### src/rtl/sseg_pkg.sv
`default_nettype none
// +----------------------------------------------------------------------------+
// | Module      : sseg_pkg                                                     |
// | Description : Shared scan states, segment patterns and BCD decode helper.  |
// | Revision    : 1.0 - initial release                                        |
// +----------------------------------------------------------------------------+
package sseg_pkg;

    typedef enum logic [0:0] {
        DEAD  = 1'b0,
        DRIVE = 1'b1
    } scan_state_e;

    // Segment order {a,b,c,d,e,f,g}, active-low
    localparam logic [6:0] SEG_0     = 7'b0000001;
    localparam logic [6:0] SEG_1     = 7'b1001111;
    localparam logic [6:0] SEG_2     = 7'b0010010;
    localparam logic [6:0] SEG_3     = 7'b0000110;
    localparam logic [6:0] SEG_4     = 7'b1001100;
    localparam logic [6:0] SEG_5     = 7'b0100100;
    localparam logic [6:0] SEG_6     = 7'b0100000;
    localparam logic [6:0] SEG_7     = 7'b0001111;
    localparam logic [6:0] SEG_8     = 7'b0000000;
    localparam logic [6:0] SEG_9     = 7'b0000100;
    localparam logic [6:0] SEG_DASH  = 7'b1111110;
    localparam logic [6:0] SEG_BLANK = 7'b1111111;

    function automatic logic [6:0] bcd_to_seg(input logic [3:0] value);
        case (value)
            4'd0:    bcd_to_seg = SEG_0;
            4'd1:    bcd_to_seg = SEG_1;
            4'd2:    bcd_to_seg = SEG_2;
            4'd3:    bcd_to_seg = SEG_3;
            4'd4:    bcd_to_seg = SEG_4;
            4'd5:    bcd_to_seg = SEG_5;
            4'd6:    bcd_to_seg = SEG_6;
            4'd7:    bcd_to_seg = SEG_7;
            4'd8:    bcd_to_seg = SEG_8;
            4'd9:    bcd_to_seg = SEG_9;
            default: bcd_to_seg = SEG_DASH;
        endcase
    endfunction

endpackage
`default_nettype wire

### src/rtl/sseg_digit_encode.sv
`default_nettype none
// +----------------------------------------------------------------------------+
// | Module      : sseg_digit_encode                                            |
// | Description : One-digit BCD to active-low {a..g,dp} pattern with blanking. |
// | Revision    : 1.0 - initial release                                        |
// +----------------------------------------------------------------------------+
module sseg_digit_encode
    import sseg_pkg::*;
(
    input  logic [3:0] value_i,
    input  logic       dp_i,
    input  logic       blank_i,
    output logic [7:0] sseg_o
);

    assign sseg_o = blank_i ? {SEG_BLANK, 1'b1} : {bcd_to_seg(value_i), ~dp_i};

endmodule
`default_nettype wire

### src/rtl/sseg_scan_driver.sv
`default_nettype none
// +----------------------------------------------------------------------------+
// | Module      : sseg_scan_driver                                             |
// | Description : N-digit multiplexed 7-seg scanner with dead time, frame      |
// |               snapshot, leading-zero blanking and registered outputs.      |
// | Revision    : 1.0 - initial release                                        |
// +----------------------------------------------------------------------------+
module sseg_scan_driver
    import sseg_pkg::*;
#(
    parameter int NUM_DIGITS       = 4,
    parameter int SCAN_CYCLES      = 50000,
    parameter int DEAD_CYCLES      = 500,
    parameter bit ANODE_ACTIVE_LOW = 1'b1
) (
    input  logic                    clk,
    input  logic                    rst_n,
    input  logic                    enable,
    input  logic [4*NUM_DIGITS-1:0] digits_in,
    input  logic [NUM_DIGITS-1:0]   dp_in,
    input  logic                    blank_lz,
    output logic [7:0]              sseg,
    output logic [NUM_DIGITS-1:0]   anode,
    output logic                    frame_tick
);

    localparam int c_MAX_CYC = (SCAN_CYCLES > DEAD_CYCLES) ? SCAN_CYCLES : DEAD_CYCLES;
    localparam int c_CNT_W   = (c_MAX_CYC > 1) ? $clog2(c_MAX_CYC) : 1;
    localparam int c_IDX_W   = (NUM_DIGITS > 1) ? $clog2(NUM_DIGITS) : 1;

    localparam logic [c_CNT_W-1:0]    c_SCAN_LAST = c_CNT_W'(SCAN_CYCLES - 1);
    localparam logic [c_CNT_W-1:0]    c_DEAD_LAST = c_CNT_W'(DEAD_CYCLES - 1);
    localparam logic [c_IDX_W-1:0]    c_IDX_LAST  = c_IDX_W'(NUM_DIGITS - 1);
    localparam logic [NUM_DIGITS-1:0] c_ANODE_OFF = {NUM_DIGITS{ANODE_ACTIVE_LOW}};

    scan_state_e             state_q, state_d;
    logic [c_IDX_W-1:0]      idx_q, idx_d;
    logic [c_CNT_W-1:0]      presc_q, presc_d;
    logic                    run_q, run_d;
    logic [4*NUM_DIGITS-1:0] snap_digits_q, snap_digits_d;
    logic [NUM_DIGITS-1:0]   snap_dp_q, snap_dp_d;
    logic                    snap_blz_q, snap_blz_d;
    logic [7:0]              sseg_q, sseg_d;
    logic [NUM_DIGITS-1:0]   anode_q, anode_d;
    logic                    frame_tick_q, frame_tick_d;

    logic [NUM_DIGITS-1:0]   w_blank;
    logic [7:0]              w_enc;

    // A digit is blanked only if it and every more-significant digit is a bare zero
    always_comb begin
        logic zero_run;
        zero_run = 1'b1;
        w_blank  = '0;
        for (int i = NUM_DIGITS - 1; i > 0; i--) begin
            zero_run   = zero_run & (snap_digits_q[4*i +: 4] == 4'd0) & ~snap_dp_q[i];
            w_blank[i] = snap_blz_q & zero_run;
        end
    end

    // Outputs are registered from next-state, so the encoder looks at idx_d
    sseg_digit_encode u_encode (
        .value_i (snap_digits_q[4*idx_d +: 4]),
        .dp_i    (snap_dp_q[idx_d]),
        .blank_i (w_blank[idx_d]),
        .sseg_o  (w_enc)
    );

    always_comb begin
        state_d       = state_q;
        idx_d         = idx_q;
        presc_d       = presc_q + 1'b1;
        run_d         = run_q;
        snap_digits_d = snap_digits_q;
        snap_dp_d     = snap_dp_q;
        snap_blz_d    = snap_blz_q;
        frame_tick_d  = 1'b0;

        if (!enable) begin
            state_d = DEAD;
            idx_d   = '0;
            presc_d = '0;
            run_d   = 1'b0;
        end else if (!run_q) begin
            // First enabled cycle after reset or disable opens a fresh frame
            state_d       = DEAD;
            idx_d         = '0;
            presc_d       = '0;
            run_d         = 1'b1;
            frame_tick_d  = 1'b1;
            snap_digits_d = digits_in;
            snap_dp_d     = dp_in;
            snap_blz_d    = blank_lz;
        end else begin
            case (state_q)
                DEAD: begin
                    if (presc_q == c_DEAD_LAST) begin
                        state_d = DRIVE;
                        presc_d = '0;
                    end
                end
                DRIVE: begin
                    if (presc_q == c_SCAN_LAST) begin
                        state_d = DEAD;
                        presc_d = '0;
                        if (idx_q == c_IDX_LAST) begin
                            idx_d         = '0;
                            frame_tick_d  = 1'b1;
                            snap_digits_d = digits_in;
                            snap_dp_d     = dp_in;
                            snap_blz_d    = blank_lz;
                        end else begin
                            idx_d = idx_q + 1'b1;
                        end
                    end
                end
                default: state_d = DEAD;
            endcase
        end

        if (state_d == DRIVE) begin
            sseg_d  = w_enc;
            anode_d = c_ANODE_OFF ^ (NUM_DIGITS'(1) << idx_d);
        end else begin
            sseg_d  = 8'hFF;
            anode_d = c_ANODE_OFF;
        end
    end

    always_ff @(posedge clk or negedge rst_n) begin
        if (!rst_n) begin
            state_q       <= DEAD;
            idx_q         <= '0;
            presc_q       <= '0;
            run_q         <= 1'b0;
            snap_digits_q <= '0;
            snap_dp_q     <= '0;
            snap_blz_q    <= 1'b0;
            sseg_q        <= 8'hFF;
            anode_q       <= c_ANODE_OFF;
            frame_tick_q  <= 1'b0;
        end else begin
            state_q       <= state_d;
            idx_q         <= idx_d;
            presc_q       <= presc_d;
            run_q         <= run_d;
            snap_digits_q <= snap_digits_d;
            snap_dp_q     <= snap_dp_d;
            snap_blz_q    <= snap_blz_d;
            sseg_q        <= sseg_d;
            anode_q       <= anode_d;
            frame_tick_q  <= frame_tick_d;
        end
    end

    assign sseg       = sseg_q;
    assign anode      = anode_q;
    assign frame_tick = frame_tick_q;

endmodule
`default_nettype wire

### config.mk
export PLATFORM = sky130hd
export DESIGN_NAME = sseg_scan_driver
export DESIGN_NICKNAME = d
export VERILOG_FILES = /design/src/rtl/sseg_pkg.sv /design/src/rtl/sseg_digit_encode.sv /design/src/rtl/sseg_scan_driver.sv
export SDC_FILE = /design/constraint.sdc
export NUM_CORES = 1
export LEC_CHECK = 0
export BUFFER_PORTS_ARGS = -buffer_cell sky130_fd_sc_hd__clkbuf_2
export CORE_AREA = 5 5 97 99
export CTS_BUF_LIST = sky130_fd_sc_hd__clkbuf_8
export CTS_CLUSTER_DIAMETER = 30
export CTS_CLUSTER_SIZE = 10
export DETAILED_ROUTE_END_ITERATION = 10
export DIE_AREA = 0 0 102 104
export GPL_TIMING_DRIVEN = 1
export HOLD_SLACK_MARGIN = 0.02
export SETUP_SLACK_MARGIN = 0.3
export SYNTH_ARGS = -nofsm -noshare
export SYNTH_HDL_FRONTEND = slang
export SYNTH_SLANG_ARGS = --single-unit
### constraint.sdc
create_clock -name clk -period 9.9 [get_ports clk]
set_input_delay 1.98 -clock clk [delete_from_list [all_inputs] [get_ports clk]]
set_output_delay 1.98 -clock clk [all_outputs]
set_load 0.03 [all_outputs]
==> results_dict.tcl <==
set metrics [dict create \
    leakagePower_nw 1.371 \
    hold_violations 0 \
    overflow 0 \
    worst_pin_slew_ns 1.091 \
    die_w_um 102 \
    finalMaxSlewViolations 0 \
    io_buffers 36 \
    yosysUniqueCellTypes 56 \
    fin_tns_setup_ns 0 \
    fmax_ghz 0.2376 \
    cts_root_buf "clkbuf_8" \
    peakVddDrop_v 0.00007737 \
    synth_top_family_by_area "simple AND/OR/NAND/NOR gates" \
    r2r_cells 10 \
    cts_max_path_buffers 2 \
    post_cts_buffers 0 \
    maxCapViolations 0 \
    n_fill_cell 835 \
    crit_type "primary input to flip-flop" \
    antenna_found_initial 0 \
    drtAntennaViolNets 0 \
    grt_pass1_vias 2178 \
    clock_sinks 54 \
    drtPass1Iterations 4 \
    seq_area_frac_synth 0.4773 \
    instances_no_fill 422 \
    finalPower_mw 0.4530 \
    dr.first_iter.drc_count 102 \
    r2r_slack_ns 6.22 \
    synth_edf_count 0 \
    hold_buffers 0 \
    antenna_cells 0 \
    ys_seq_elements 54 \
    synth_cells 277 \
    finalNetCount 345 \
    synth_flop_cell "dfrtp_1" \
    min_path_cells 1 \
    period_needed_ns 4.209 \
    hold_slack_ns 0.4671 \
    worstSetupStartpointType "primary input" \
    rows 34 \
    synth_compound_area_frac 0.1390 \
    hp-class "flip-flop to flip-flop" \
    final_util 0.3855 \
    io_pins 37 \
    synth_area_um2 2863 \
    vias 2210 \
    dp_hpwl_mm 4.761 \
    cp.arrival_ns 4.44 \
    wl_per_cell_um 15.00 \
    ys_async_sr_fraction 1.000 \
    grt_pass1_wl_mm 10.94 \
    r2r_end "sseg[4]$_DFF_PN1_" \
    ctsHtreeMaxLevel 2 \
    clk_latency_ns 0.30 \
    core_area_um2 8466 \
    synthToLayoutAreaGrowth_pct 13.99 \
    critical_path.endpoint_type "flip-flop" \
    critical_path.max_fanout 8 \
    die_h_um 104 \
    cts_tree "built" \
    status "complete, no violations" \
    synth_top_area_frac 0.3671 \
    die_area_um2 10610 \
    cts_made_buffers 5 \
    synth_mux_area_frac 0.08960 \
    post_cts_resized 0 \
    synthSimpleGateAreaFrac 0.1980 \
    rsz0062_at_grt "no" \
    track_usage 0.1251 \
    start_util 0.3382 \
    synth_top_area_cell "dfrtp_1" \
    holdPathEnd "presc_q[0]$_DFF_PN0_" \
    syn_area_per_cell_um2 10.33 \
    worstPathRequired_ns 10.13 \
    hp-start "presc_q[0]$_DFF_PN0_" \
    dp.cells 414 \
    powerDensity_nw_per_um2 138.8 \
    synthXorXnorAreaFrac 0.03977 \
    drc 0 \
    path_clk_slew_ns 0.09 \
    rr_startpoint "presc_q[11]$_DFF_PN0_" \
    final_layout_size_suffix_gt1_frac 0.2898 \
    setup_violations 0 \
    fin_crit_sh 0.4252 \
    gp_congestion 0.9916 \
    synth_fp_nets 309 \
    synth_fa_ha_area_frac 0.03497 \
    ys_top_cells_by_area "dfrtp_1 37%, dfstp_2 11%, mux2_2 8.3%, nand2_1 4.1%, nor2_1 3.5%" \
    relSlewSlack 0.2675 \
    ys_warn_count 0 \
    wl_mm 6.329 \
    finClkSkew_ns 0.01106 \
    grt_start_max_net_pins 55 \
    vias_per_cell 5.237 \
]
[per-stage QoR]
step | setup WS (ns) | area [µm²]
2_1_floorplan | 5.683 | 2863
3_3_place_gp | 5.486 | 3151
3_5_place_dp | 5.382 | 3151
4_1_cts | 5.707 | 3263
5_1_grt | 5.476 | 3263
6_report | 5.691 | 3263
[report_power, final]
group	leakage (nW)	internal (mW)	switching [mW]
combinational	0.650	0.0289	0.0306
sequential	0.662	0.234	0.0120
clock	0.0585	0.0758	0.0714
[routing by layer]
metal | vias to the layer above | global-route usage | share of wire
met1 | 1053 | 0.1913 | 0.50
met5 | - | 0 | 0
met2 | 66 | 0.1769 | 0.45
met3 | 11 | 0.01878 | 0.034
met4 | 0 | 0.04405 | 0.017
li1 | 1080 | - | -
[cell usage after synthesis, types with 2 or more instances]
| master | count |
|---|---|
| inv_1 | 6 |
| mux2i_1 | 2 |
| mux2_2 | 21 |
| a21o_1 | 3 |
| nand4_1 | 5 |
| and3_1 | 5 |
| xor2_1 | 9 |
| o31a_1 | 2 |
| nand2_1 | 31 |
| or3_1 | 4 |
| nor3_1 | 5 |
| or2_2 | 2 |
| clkbuf_1 | 4 |
| or4_1 | 2 |
| o31ai_1 | 2 |
| xnor2_1 | 4 |
| dfstp_2 | 12 |
| nor2_1 | 27 |
| o21ai_1 | 8 |
| and2_1 | 3 |
| ha_1 | 8 |
| nand3_1 | 11 |
| nor4_1 | 7 |
| a211oi_1 | 6 |
| a21oi_1 | 8 |
| o21ai_0 | 5 |
| a211oi_2 | 2 |
| nand3b_1 | 3 |
| buf_1 | 2 |
| dfrtp_1 | 42 |
[worst max-delay path by stage]
stage / startpoint / endpoint / depth (start not counted)
after global placement: enable / sseg[4]$_DFF_PN1_ / 12
after floorplan: enable / sseg[4]$_DFF_PN1_ / 12
after CTS: enable / sseg[4]$_DFF_PN1_ / 12
after global routing: enable / sseg[7]$_DFF_PN1_ / 12
after detailed placement: enable / sseg[4]$_DFF_PN1_ / 12
final: enable / sseg[4]$_DFF_PN1_ / 12
[state kept, by name, indices dropped and copies added (netlist names)]
name / cells
snap_blz_q: 1
anode: 4
idx_q: 2
run_q: 1
snap_dp_q: 4
frame_tick: 1
state_q: 1
presc_q: 16
sseg: 8
snap_digits_q: 16
[layout by cell type, fill, tap and decap left out, types with 2 or more instances in the layout]
| cell | instances |
|---|---|
| or3_1 | 4 |
| a21o_1 | 3 |
| a211oi_1 | 6 |
| or2_2 | 2 |
| o31ai_1 | 2 |
| xor2_1 | 9 |
| a21oi_1 | 8 |
| ha_1 | 8 |
| clkbuf_8 | 5 |
| and3_1 | 5 |
| nand3b_1 | 3 |
| dfrtp_1 | 42 |
| clkbuf_2 | 36 |
| mux2i_1 | 2 |
| o31a_1 | 2 |
| nor4_1 | 7 |
| inv_1 | 6 |
| a211oi_2 | 2 |
| and2_1 | 3 |
| dfstp_2 | 12 |
| o21ai_0 | 5 |
| nor3_1 | 5 |
| o21ai_1 | 8 |
| mux2_2 | 21 |
| xnor2_1 | 4 |
| nand4_1 | 5 |
| nand2_1 | 31 |
| or4_1 | 2 |
| nand3_1 | 11 |
| nor2_1 | 27 |
[worst max-delay path: stages]
cell and delay, ns:
clkbuf_2 0.12, and2_1 0.23, nand2_1 0.16, a211oi_1 0.08, or2_2 0.36, a22oi_1 0.22, and3_1 0.30, inv_1 0.10
ha_1 0.19, or3_1 0.38, a211oi_1 0.24, o21ai_1 0.08
[logic make-up after synthesis]
kind of cell               Yosys count
and+or+nand+nor                    111
DFF                                 54
AOI/OAI and AO/OA                   53
muxes                               23
buffers and inverters               15
xor gates and xnor gates            13
adders and majority gates            8
[cell type report]
type                            instances  area (µm²)  area share
Clock inverter                          3       43.79     0.01342
Sequential cell                        54        1366      0.4187
Clock buffer                            5       68.82     0.02109
Timing Repair Buffer                   37       187.7     0.05752
Inverter                                7       26.28    0.008052
Multi-Input combinational cell        208        1435      0.4398
Tap cell                              108       135.1     0.04141
No activity file was read; power rests on OpenSTA's default activity.
